[src/rtl/alu_ctrl_seq.sv]
// alu_ctrl_seq: ALU control decoder behind a valid/ready handshake, with a
// radix-2 shift-add engine for the multi-cycle MUL operation.
module alu_ctrl_seq #(
    parameter int         WIDTH        = 64,
    parameter int         OPC_W        = 11,
    parameter logic [3:0] ILLEGAL_CODE = 4'b1111,
    parameter bit         EARLY_EXIT   = 1'b0
) (
    input  logic             clk,
    input  logic             rst_n,
    input  logic             in_valid,
    output logic             in_ready,
    input  logic [1:0]       alu_op,
    input  logic [OPC_W-1:0] opcode,
    input  logic [WIDTH-1:0] operand_a,
    input  logic [WIDTH-1:0] operand_b,
    output logic             out_valid,
    input  logic             out_ready,
    output logic [3:0]       operation_code,
    output logic [WIDTH-1:0] mul_result,
    output logic             illegal,
    output logic             busy
);
    localparam int CW = $clog2(WIDTH + 1);
    typedef enum logic [1:0] {IDLE, MUL, HOLD} state_t;
    state_t           r_state;
    logic [WIDTH-1:0] r_a, r_b, r_acc;
    logic [CW-1:0]    r_cnt;
    logic [10:0]      w_top;
    logic [OPC_W-1:0] w_low;
    logic [3:0]       w_rcode, w_code;
    logic             w_rill, w_rmul, w_ill, w_is_mul, w_accept, w_done;
    logic [WIDTH-1:0] w_acc_nxt, w_b_nxt;
    // Wider opcode fields match on the top 11 bits and demand zeros below.
    assign w_top = opcode[OPC_W-1 -: 11];
    assign w_low = opcode << 11;
    always_comb begin
        w_rcode = ILLEGAL_CODE;
        w_rill  = 1'b1;
        w_rmul  = 1'b0;
        if (w_low == '0)
            case (w_top)
                11'b10001011000: {w_rcode, w_rill} = {4'b0010, 1'b0};
                11'b11001011000: {w_rcode, w_rill} = {4'b0110, 1'b0};
                11'b10001010000: {w_rcode, w_rill} = {4'b0000, 1'b0};
                11'b10101010000: {w_rcode, w_rill} = {4'b0001, 1'b0};
                11'b11001010000: {w_rcode, w_rill} = {4'b0011, 1'b0};
                11'b10011011000: {w_rcode, w_rill, w_rmul} = {4'b1000, 1'b0, 1'b1};
                default: ;
            endcase
    end
    assign w_code    = (alu_op == 2'b00) ? 4'b0010 : alu_op[0] ? 4'b0111 : w_rcode;
    assign w_ill     = (alu_op == 2'b10) && w_rill;
    assign w_is_mul  = (alu_op == 2'b10) && w_rmul;
    assign in_ready  = (r_state == IDLE) || (r_state == HOLD && out_ready);
    assign w_accept  = in_valid && in_ready;
    assign w_acc_nxt = r_b[0] ? r_acc + r_a : r_acc;
    assign w_b_nxt   = r_b >> 1;
    assign w_done    = (r_cnt == CW'(WIDTH - 1)) || (EARLY_EXIT && w_b_nxt == '0);
    always_ff @(posedge clk or negedge rst_n) begin
        if (!rst_n) begin
            r_state        <= IDLE;
            out_valid      <= 1'b0;
            busy           <= 1'b0;
            operation_code <= 4'b0000;
            mul_result     <= '0;
            illegal        <= 1'b0;
            r_a            <= '0;
            r_b            <= '0;
            r_acc          <= '0;
            r_cnt          <= '0;
        end else if (r_state == MUL) begin
            r_acc <= w_acc_nxt;
            r_a   <= r_a << 1;
            r_b   <= w_b_nxt;
            r_cnt <= r_cnt + 1'b1;
            if (w_done) begin
                r_state    <= HOLD;
                busy       <= 1'b0;
                out_valid  <= 1'b1;
                mul_result <= w_acc_nxt;
            end
        end else if (w_accept) begin
            operation_code <= w_code;
            illegal        <= w_ill;
            mul_result     <= '0;
            if (w_is_mul) begin
                r_state   <= MUL;
                busy      <= 1'b1;
                out_valid <= 1'b0;
                r_a       <= operand_a;
                r_b       <= operand_b;
                r_acc     <= '0;
                r_cnt     <= '0;
            end else begin
                r_state   <= HOLD;
                out_valid <= 1'b1;
            end
        end else if (r_state == HOLD && out_ready) begin
            r_state   <= IDLE;
            out_valid <= 1'b0;
        end
    end
endmodule

[config.mk]
export PLATFORM = sky130hd
export DESIGN_NAME = alu_ctrl_seq
export DESIGN_NICKNAME = d
export VERILOG_FILES = /design/src/rtl/alu_ctrl_seq.sv
export SDC_FILE = /design/constraint.sdc
export NUM_CORES = 1
export LEC_CHECK = 0
export CORE_MARGIN = 2
export CORE_UTILIZATION = 35
export CTS_CLUSTER_SIZE = 16
export DETAILED_ROUTE_END_ITERATION = 12
export SLEW_MARGIN = 15
export SYNTH_ARGS = -nofsm -noshare
export SYNTH_HDL_FRONTEND = slang
export SYNTH_SLANG_ARGS = --single-unit
export TNS_END_PERCENT = 100
[constraint.sdc]
create_clock -name clk -period 3.25 [get_ports clk]
set_input_delay 0.975 -clock clk [delete_from_list [all_inputs] [get_ports clk]]
set_output_delay 0.975 -clock clk [all_outputs]
set_load 0.02 [all_outputs]
==> results.txt <==
The power density normalized to cell area is 377 mW/mm2. The setup skew after layout came out at 0.0229 ns. The maximum number of buffers from clock root to sink is 3. The floorplan die area is 0.0466 mm2.

The mean routed wirelength per cell came out at 17.7 um. The internal cell power came out at 6.13 mW. The critical path in this run is classified as reg2reg. In this run the standard cell core region covers 0.0442 mm2. The final-report hold violation count came out at 0. STA classifies the critical path endpoint as a flop. The fraction of final layout cells sized beyond drive strength 1 is 0.114. The post-detailed-placement half-perimeter wirelength came out at 35,800 um. For this run, design rule violations remaining after detail routing come to 0.

By area the synthesized netlist is led by dfrtp_1 43%, nand2_1 11%, a31oi_1 5.7%. The maximum ir drop on the vdd rail came out at 0.287 mV. The area of the mapped netlist came out at 0.0157 mm2. Setup repair after global routing could not meet its margin everywhere. The first-pass GRT wire length is 80,800 um. Detailed routing placed a total of 22,200 um of wire on met2. The post-synthesis async set-or-reset flop share came out at 1.00. The number of buffers added by the clock tree synthesis step came out at 35.

The worst slack at placement is -0.212 ns. The smallest clock period supported by the final layout is computed as 3.14 ns. The number of antenna violations at the first check in global routing is 2. The number of warning messages in the yosys log came out at 0.

The capture point of the worst reg-to-reg path is mul_result[58]. The first-pass iteration count of the detailed router came out at 5. The detailed-route vias per instance came out at 5.32. The number of standard-cell rows in the floorplan is 77.

The longest individual stage delay on the worst path is 0.42 ns. TritonCTS built the clock tree. The number of global-route vias before repair was 14,800.

dfrtp_1 takes more of the synthesized area than any other cell. The reported net switching power is 1.69 mW. The met3 layer wire length in the routed design came out at 3260 um. The leakage power of the design came out at 9.12 nW. The tool flagged a number of max-cap violations equal to 0. Of the total power, registers draw 0.435. The number of top-level pins is 217. The register-to-register path setup slack came out at 0.11 ns. The post-synthesis sequential element count is 271. The cell count of the worst reg-to-reg path is 14. The total number of clock tree sinks came out at 271. The critical path goes through ha_2 -> fa_2 -> a211oi_4 -> o21ai_2 -> nand4_1 -> nand3_2 -> o211ai_1 -> buf_4 -> o211ai_1 -> a211oi_2 -> buf_4 -> xor2_1 -> mux2_2 -> o21ai_1. The final antenna diode count is 0. The worst relative slew slack is 0.419. The residual overflow from global routing is 0. The horizontal extent of the die came out at 216 um. The flow ran to the end, and the final reports show no timing, DRC or antenna violations.

The critical path data arrival time came out at 3.55 ns. The synthesis-to-layout area growth came out at 32.1%. The clock network power share came out at 0.518. The cell at the root of the clock tree is clkbuf_16. The startpoint identified for the worst register-to-register timing path is r_a[0]. The number of I/O port buffers is 216. The share of the cycle needed by the critical path after routing is 0.968.

Once detail routing completed, the nets flagged for antenna violations numbered 0. The number of flops mapped to enable cells by yosys came out at 0. The number of levels the H-tree was split into is 2. The netlist uses 70 different library cells. The number of max-slew violations in the final report is 0.

For the worst setup path, the data required time is 3.65 ns. The switching part of the total power came out at 0.216. Among all stages on the critical path, the largest delay is contributed by fa_2. The setup TNS came out at 0 ns. The global-route total usage across every layer came out at 0.214.

The overall routed net length is 49,300 um. The highest fanout seen on the critical path is 2. The final-layout fill cell count came out at 4,291. For this configuration, the core starts out at a cell density of 0.355. For this run, the register share of the synthesized area comes to 0.432.

The quantity of hold-fixing buffers added after cts came out at 0. The later-pin clock latency in the skew report came out at 0.55 ns. The most used flip-flop cell after synthesis is dfrtp_1. The maximum clock frequency is 318 MHz. The worst-margin pin slew came out at 0.872 ns.

Measured on the finished design, the core utilization comes to 0.469. The final number of setup-violating endpoints is 0. The mean post-synth cell area is 8.20 um2. The routability congestion estimate from global placement came out at 0.909. The post-synth net total came out at 2,126.

The pin count of the biggest net entering global routing is 211. In this run the top signal layer used is met5. Of the post-synthesis cell area, the dominant cell type holds 0.432. The class of the worst hold path is in2async. The height of the die is 216 um.

The number of DRC markers after the initial detailed-route iteration came out at 1,055. After layout, the worst setup slack is 0.106 ns. The cell count after synthesis is 1,916. The clock input transition at the sequential cells of the worst setup and hold paths is 0.06 ns. Of the total power, combinational logic draws 0.047. Detailed routing inserted a total of 14,900 vias.

STA classifies the critical path startpoint as a flop. The met1 wire length came out at 22,800 um. The number of nets at the end of the flow is 2,392.
-- cell families (layout without fill, tap and decap cells) --
| group | after synthesis | count (layout) | share of synthesized area |
|---|---|---|---|
| AND/OR/NAND/NOR | 804 | 804 | 0.217 |
| AO/OA/AOI/OAI | 507 | 507 | 0.199 |
| multiplexers | 42 | 42 | 0.0275 |
| buffers and inverters | 171 | 457 | 0.0416 |
| adder cells (fa/ha/maj) | 66 | 66 | 0.0529 |
| XOR/XNOR | 55 | 55 | 0.0307 |
| flip-flops | 271 | 271 | 0.432 |
-- worst max-delay path: cells and delay by family, from the launching register on --
kind	cells	cell delay, ns
compound gates	6	1.06
buf+inv	2	0.33
xor+xnor	1	0.17
fa+ha+maj	2	0.63
mux	1	0.18
flops	1	0.39
simple gates	2	0.24
-- repair_timing --
action	4_1_cts	5_1_grt
setup endpoints to repair	15	57
setup buffers	1	3
pin swaps	3	16
resized for setup	8	39
-- layout make-up --
type / instances / area [um2] / area share
Clock buffer: 47 / 993 / 0.0479
Sequential cell: 271 / 6780 / 0.327
Timing Repair Buffer: 359 / 3400 / 0.164
Inverter: 41 / 154 / 0.00742
Multi-Input combinational cell: 1474 / 8500 / 0.410
Tap cell: 592 / 741 / 0.0357
Clock inverter: 10 / 178 / 0.00856
-- power by group through the flow --
stage                     clock (mW)  combinational (mW)  sequential, mW
final                           4.05               0.368            3.40
after global routing            4.29               0.405            3.40
after CTS                       4.15               0.376            3.40
after detailed placement           0               0.373            3.46
after global placement             0               0.375            3.46
after floorplan                    0              0.0435            3.47
-- per-layer routing --
metal	vias to the layer above	track usage
li1	7228	-
met1	7181	0.292
met2	384	0.340
met3	77	0.0531
met4	4	0.0566
met5	-	0
-- registers in the layout, summed over array words and instances (netlist names) --
signal / flops
r_acc: 64
r_a: 64
illegal: 1
r_state: 2
busy: 1
operation_code: 4
mul_result: 64
r_cnt: 7
r_b: 64
-- layout by cell type, fill, tap and decap left out, types with 15 or more instances in the layout --
| cell | n |
|---|---|
| nand2_1 | 441 |
| dfrtp_1 | 270 |
| clkdlybuf4s50_1 | 214 |
| nor2_1 | 192 |
| a31oi_1 | 140 |
| buf_4 | 130 |
| o21ai_0 | 112 |
| a21oi_1 | 102 |
| ha_1 | 57 |
| nand3_1 | 48 |
| inv_1 | 41 |
| a21o_1 | 40 |
| xnor2_1 | 39 |
| clkbuf_16 | 37 |
| mux2i_1 | 33 |
| nand4_1 | 29 |
| xor2_1 | 15 |
-- worst max-delay path by stage --
| stage | startpoint | to | slack, ns | cells past startpoint |
|---|---|---|---|---|
| after global placement | out_ready | in_ready | -0.19 | 4 |
| after CTS | r_a[0] | mul_result[58] | -0.03 | 14 |
| after floorplan | out_ready | r_a[21] | 0.08 | 10 |
| final | r_a[0] | mul_result[58] | 0.11 | 14 |
| after detailed placement | r_a[0] | mul_result[58] | -0.21 | 14 |
| after global routing | r_a[0] | mul_result[58] | -0.07 | 14 |
-- per-stage QoR --
stage,std cells,instance area [um2],hold WS [ns],power (mW)
global placement,2733,19400,0.454,3.83
finish,2794,20800,0.430,7.82
global route,2794,20800,0.481,8.10
detailed placement,2733,19400,0.462,3.83
floorplan,1916,15700,0.443,3.52
CTS,2791,20600,0.461,7.93
-- Yosys cell counts, types with 8 or more instances --
cell and instances:
and3_1 11, a21oi_1 105, nor2_1 196, nor3_1 15, a22o_1 8, o31ai_1 10, dfrtp_1 271, nand2_1 441
nand3_1 49, a221oi_1 9, clkbuf_1 112, o21bai_1 14, o21ai_0 121, inv_1 41, buf_1 9, xor2_1 16
ha_1 64, a21o_1 40, nand4_1 29, buf_2 8, xnor2_1 39, mux2_2 8, nand3b_1 10, and2_1 8
a31oi_1 142, mux2i_1 33
No activity file was read; power rests on OpenSTA's default activity.
